==> config.mk <==
export PLATFORM = sky130hd
export DESIGN_NAME = perf_bus_arbiter
export DESIGN_NICKNAME = d
export VERILOG_FILES = /design/src/rtl/perf_bus_arbiter.sv
export SDC_FILE = /design/constraint.sdc
export NUM_CORES = 1
export LEC_CHECK = 0
export CAP_MARGIN = 20
export CORE_AREA = 3 3 224 226
export DETAILED_ROUTE_END_ITERATION = 7
export DIE_AREA = 0 0 227 229
export SKIP_CTS_REPAIR_TIMING = 1
export SYNTH_ARGS = -nofsm -noshare
export SYNTH_HDL_FRONTEND = slang
export SYNTH_SLANG_ARGS = --single-unit
==> constraint.sdc <==
create_clock -name clk -period 22.1 [get_ports clk]
set_input_delay 4.42 -clock clk [delete_from_list [all_inputs] [get_ports clk]]
set_output_delay 4.42 -clock clk [all_outputs]
set_load 0.01 [all_outputs]
==> src/rtl/perf_bus_arbiter.sv <==
// Two-master round-robin arbiter for the 64-bit peripheral bus with fixed slave read latency.
// Define PERF_BUS_ARB_FIXED_PRIO_EN to give master 0 strict priority on simultaneous requests.
module perf_bus_arbiter #(
  parameter int DATA_WIDTH = 64,
  parameter int ADDR_WIDTH = 64,
  parameter int RD_LAT     = 1
) (
  input  logic                  clk,
  input  logic                  rst,
  input  logic                  m0_req,
  input  logic [ADDR_WIDTH-1:0] m0_addr,
  input  logic [DATA_WIDTH-1:0] m0_wdata,
  input  logic                  m0_wren,
  output logic                  m0_gnt,
  output logic [DATA_WIDTH-1:0] m0_rdata,
  output logic                  m0_rvalid,
  input  logic                  m1_req,
  input  logic [ADDR_WIDTH-1:0] m1_addr,
  input  logic [DATA_WIDTH-1:0] m1_wdata,
  input  logic                  m1_wren,
  output logic                  m1_gnt,
  output logic [DATA_WIDTH-1:0] m1_rdata,
  output logic                  m1_rvalid,
  output logic [ADDR_WIDTH-1:0] s_addr,
  output logic [DATA_WIDTH-1:0] s_dout,
  output logic                  s_wren,
  input  logic [DATA_WIDTH-1:0] s_din
);

  typedef enum logic [1:0] {
    S_IDLE,
    S_ISSUE,
    S_WAIT
  } state_t;

  state_t     state;
  logic       cur;
  logic [3:0] cnt;
  logic       win;

`ifndef PERF_BUS_ARB_FIXED_PRIO_EN
  logic last;
`endif

  // NOTE: win gets a default before any branch so no latch is inferred.
  always_comb begin
    win = m1_req;
    if (m0_req && m1_req) begin
`ifdef PERF_BUS_ARB_FIXED_PRIO_EN
      win = 1'b0;
`else
      win = ~last;
`endif
    end
  end

  // NOTE: all state and registered outputs use non-blocking assignments so every
  // register samples pre-edge values regardless of statement order.
  always_ff @(posedge clk or posedge rst) begin
    if (rst) begin
      state     <= S_IDLE;
      cur       <= 1'b0;
      cnt       <= '0;
`ifndef PERF_BUS_ARB_FIXED_PRIO_EN
      last      <= 1'b1;
`endif
      m0_gnt    <= 1'b0;
      m1_gnt    <= 1'b0;
      m0_rvalid <= 1'b0;
      m1_rvalid <= 1'b0;
      m0_rdata  <= '0;
      m1_rdata  <= '0;
      s_addr    <= '0;
      s_dout    <= '0;
      s_wren    <= 1'b0;
    end else begin
      // Pulsed outputs fall back to 0 unless a state below raises them.
      m0_gnt    <= 1'b0;
      m1_gnt    <= 1'b0;
      m0_rvalid <= 1'b0;
      m1_rvalid <= 1'b0;
      s_wren    <= 1'b0;
      case (state)
        S_IDLE: begin
          if (m0_req || m1_req) begin
            cur    <= win;
`ifndef PERF_BUS_ARB_FIXED_PRIO_EN
            last   <= win;
`endif
            s_addr <= win ? m1_addr  : m0_addr;
            s_dout <= win ? m1_wdata : m0_wdata;
            s_wren <= win ? m1_wren  : m0_wren;
            m0_gnt <= ~win;
            m1_gnt <= win;
            state  <= S_ISSUE;
          end
        end
        S_ISSUE: begin
          // s_wren still holds the issued transaction type during this cycle.
          if (s_wren) begin
            state <= S_IDLE;
          end else begin
            cnt   <= 4'(RD_LAT - 1);
            state <= S_WAIT;
          end
        end
        S_WAIT: begin
          if (cnt == '0) begin
            if (cur) begin
              m1_rdata  <= s_din;
              m1_rvalid <= 1'b1;
            end else begin
              m0_rdata  <= s_din;
              m0_rvalid <= 1'b1;
            end
            state <= S_IDLE;
          end else begin
            cnt <= cnt - 4'd1;
          end
        end
        default: state <= S_IDLE;
      endcase
    end
  end

endmodule

# ---- Word level (Yosys, flattened, before mapping)
# Cells that the tools add are included.
# W data, S select, Z words.
dict set report totals {
  regBits 269
  inputBits 326
  output_inout_bits 261
  word_cells 56
}
dict set report classes {
  add_sub_neg 1
  n_eq_ne 6
  n_mux 23
  bitwise 3
  n_reduce_logical 10
}
# cell n
set op_table {}
lappend op_table {{$mux W64} 2}
lappend op_table {{$mux W1} 14}
lappend op_table {{$reduce_and A3 Y1} 3}
lappend op_table {{$mux W4} 2}
lappend op_table {{$ne A2 B2 Y1 const B} 4}
lappend op_table {{$pmux W4 S2} 1}
lappend op_table {{$mux W2} 3}
lappend op_table {{$pmux W2 S3} 1}
lappend op_table {{$logic_not A4 Y1} 1}
lappend op_table {{$reduce_and A2 Y1} 2}
lappend op_table {{$sub A4 B1 Y4 const B} 1}
lappend op_table {{$not A1 Y1} 3}
lappend op_table {{$eq A2 B1 Y1 const B} 1}
lappend op_table {{$eq A2 B2 Y1 const B} 1}
lappend op_table {{$logic_not A2 Y1} 1}
lappend op_table {{$reduce_bool A2 Y1} 1}
lappend op_table {{$logic_and A1 B1 Y1} 1}
lappend op_table {{$logic_or A1 B1 Y1} 1}

# ---- Depth between registers and ports, before layout
dict set report logic_depth {
  word_depth 5
  depth_mapped 7
}

# ---- Worst setup path after synthesis
# No wires, ideal clock.
dict set report synth_path {
  path_kind {input port to flip-flop}
  startpoint {in m1_req}
  endpoint {reg s_addr[0]}
  t_arrival_ns 5.560
  required_ns 21.975
  setup_slack_ns 16.415
  cell_stages 5
  cell_sequence {a21bo_2 > clkbuf_1 > buf_2 > mux2_2 > mux2_2}
}
dict set report synth_between {
  elab_chain_cells 3
  elab_cells_between_ends 5
  classes_between {mux (2); reduce/logical (3)}
}
# element line_no
set synth_rtl {}
lappend synth_rtl {{start: declaration} 17} ;# input logic m1_req,
lappend synth_rtl {{$logic_and A1 B1 Y1} 48} ;# if (m0_req && m1_req) begin
lappend synth_rtl {{$mux W1} 48}
lappend synth_rtl {{$mux W64} 90} ;# s_addr <= win ? m1_addr : m0_addr;
lappend synth_rtl {{end signal: assignment} 90}
lappend synth_rtl {{end: declaration} 24} ;# output logic [ADDR_WIDTH-1:0] s_addr,
# Several ways; a longest one is shown, not always the timed one.
# A chain may end at the register's enable or synchronous reset.

==> impl_results.md <==
- Clk root buf: clkbuf_16
- GRT Total Usage: 0.143
- Die W: approximately 230 um
- Arrival time at the worst endpoint: 6.88 ns
- CTS tree: done
- RSZ-0062 raised after global routing: false
- CTS H-tree depth: 1
- Setup violations, final: 0
- Worst setup EP type: asynchronous set/reset pin
- Min-Delay Path Class: reg2reg
- Vias in the first global route: 9301
- Comb power frac: 0.471
- Starting Density: 0.237
- Area Growth Syn to Fin: 65.1%
- Pwr dens: 140 nW/um2
- Clock power frac: 0.196
- Register area: 6730 um2
- Setup_tns: 0 ns
- Minimum clock period: 6.30 ns
- Period utilisation layout: 0.285
- Max Transition Viols Final: 0
- Synth top area cells: dfrtp_1 58%, mux2_2 21%, mux2_4 6.4%
- Buf+Inv Stages, Crit Path: 4
- Area of the multi-input gates: between 4000 and 5000 um2
- Worst-Skew Late Latency: around 0.56 ns
- RePlAce Congestion: 0.801
- Antenna-violating nets left: 0
- CP top delay family: buffers and inverters
- Max-slew headroom at the worst pin: 0.290
- Final setup margin: 15.80 ns
- CTS buffer count: 30
- R2R depth: 6
- Worst VDD drop: around 0.065 mV
- P_sw: about 0.83 mW
- Clk sink count: 269
- Critical Path RT: roughly 23 ns
- Synth Register Bits: about 270
- Reg2reg start: cnt[0]
- End of the worst register-to-register path: m0_rdata[55]
- Hold Vio Cnt, Final: 0
- First-pass GRT wire length: 57.5 mm
- Core Rows: 81
- DR WL/cell: 20.0 um
- Initial antenna violation count: 0
- Worst-path cell chain: clkdlybuf4s50_1, inv_8, buf_4, buf_4
- Sequential cell area fraction in the yosys report: 0.586
- Longest Clk Path Bufs: 3
- I/O pin cnt: 587
- Area share of the largest cell type after synthesis: 0.583
- Total Power: 2.65 mW
- Largest net degree at the start of global routing: 75
- Die Height: 229 um
- Max-cap violations: 0
- Drc violations: 0
- Core area: 48500 um2
- YS warnings: 0
- Synthesized cell area: 11500 um2
- Final Net Count: approximately 1600
- Clk slew on worst S/H paths: 0.06 ns
- CP Depth: 4
- Crit path from: rst
- Worst path most repeated cell: buf_4
- Status: finished, final reports clean
- HP Start: m1_rdata[34]
- First DRT Iteration DRCs: 289
- DP Worst Slack: 14.97 ns
- Worst stage delay on the critical path: approximately 0.76 ns
- Worst-Margin Slew: approximately 1.1 ns
- CP Class: in2async
- Post-Syn Instances: between 700 and 800
- Pre-antenna DRT Iters: 4
- Vias after detailed routing: 8617
- CP max-delay cell: buf_4
- Die area: ~52000 um2
- Fmax: ~160 MHz
- Antenna fix cells: 0
- Critical path peak fanout: between 70 and 80
- Total Wirelength: 39.3 mm
- DP HPWL: between 20 and 30 mm
- Post-synthesis cell type count: 34
- Sw Ratio: 0.314
- Final Skew: 0.0104 ns
- Reg power frac: 0.334
- IO Port Bufs: just under 600
- Share of cells above drive strength 1: 0.251
- Lkg Pwr: 7.91 nW
- Syn nets: between 1000 and 1500
- Via/cell ratio: roughly 4.4
- Mean area per synthesized cell: ~15 um2
- Worst R2R Setup Slack: 18.67 ns
- Area leader, netlist: dfrtp_1
- Min Hold Slack: a little over 0.5 ns
- Filler cells: 4671
- Worst setup path endpoint: s_addr[23]
- Int Pwr: roughly 1.8 mW
- Startpoint types: input pin
- Grt ovf: 0
-- layout by cell type (no fill, tap or decap), drive strengths merged, types with 3 or more instances in the layout --
| cell | count |
|---|---|
| dfrtp | 268 |
| a21oi | 4 |
| mux2 | 266 |
| clkdlybuf4s50 | 586 |
| bufinv | 3 |
| clkinv | 5 |
| a221o | 59 |
| inv | 8 |
| buf | 10 |
| clkbuf | 44 |
| clkinvlp | 3 |
| nor2 | 3 |
| and3 | 59 |
-- state kept, by name, summed over array words and instances, names as in the netlist --
register and cells:
m1_gnt 1, cur 1, state 2, m1_rdata 64, m1_rvalid 1, s_addr 64
cnt 4, m0_rdata 64, s_wren 1, s_dout 64, m0_rvalid 1, m0_gnt 1
last 1
-- how the worst min path moves through the flow --
stage	to	slack, ns	depth (start not counted)
2_1_floorplan	cnt[3]	0.48	1
3_3_place_gp	m1_rdata[34]	0.49	1
3_5_place_dp	m0_rdata[34]	0.49	1
4_1_cts	m1_rdata[34]	0.51	1
5_1_grt	m1_rdata[28]	0.51	1
6_report	m1_rdata[34]	0.50	1
-- power groups by stage --
stage	registers (mW)	logic (mW)	clock network [mW]
floorplan	0.984	0.474	0
global placement	0.886	1.25	0
detailed placement	0.890	1.27	0
CTS	0.888	1.27	0.541
global route	0.918	1.32	0.559
finish	0.885	1.25	0.519
-- per-stage QoR --
| step | cells | area [um2] | util |
|---|---|---|---|
| floorplan | 746 | 11500 | - |
| detailed placement | 1909 | 17900 | 0.369 |
| global route | 1966 | 19000 | 0.391 |
| finish | 1966 | 19000 | 0.391 |
| CTS | 1965 | 19000 | 0.390 |
| global placement | 1909 | 17900 | 0.369 |
-- cell usage after synthesis (all sizes together) --
master	number
o221ai	2
nand3	1
a22o	1
dfstp	1
or2	1
inv	7
o22ai	1
nor2	3
a21o	2
nor2b	1
a221o	59
a21oi	4
nand2b	2
ha	2
clkbuf	19
o41ai	2
or3	1
a21boi	1
and3	59
mux2	266
a311oi	2
or3b	1
buf	35
nor3	2
dfrtp	268
nor3b	1
a21bo	1
o21ai	1
-- cells by family (layout without fill, tap and decap cells) --
kind of cell    after synthesis  count (layout)  synth area share
flops                       269             269             0.586
mux                         266             266             0.277
compound gates               76              76            0.0629
simple gates                 72              72            0.0402
buf+inv                      61             659            0.0325
fa+ha+maj                     2               2           0.00218
-- area by class of cell --
class,instances,area share
Clock inverter,12,0.00771
Timing Repair Buffer,596,0.314
Multi-Input combinational cell,416,0.234
Inverter,7,0.00178
Clock buffer,44,0.0471
Sequential cell,269,0.355
Tap cell,622,0.0410
-- per-layer routing --
metal | global-route usage | share of wire | vias to the layer above
met2 | 0.263 | 0.51 | 378
li1 | - | - | 3943
met4 | 0.0414 | 0.025 | 0
met3 | 0.0392 | 0.084 | 59
met1 | 0.159 | 0.38 | 4237
met5 | 0 | 0 | -
(Power assumes the default switching activity.)
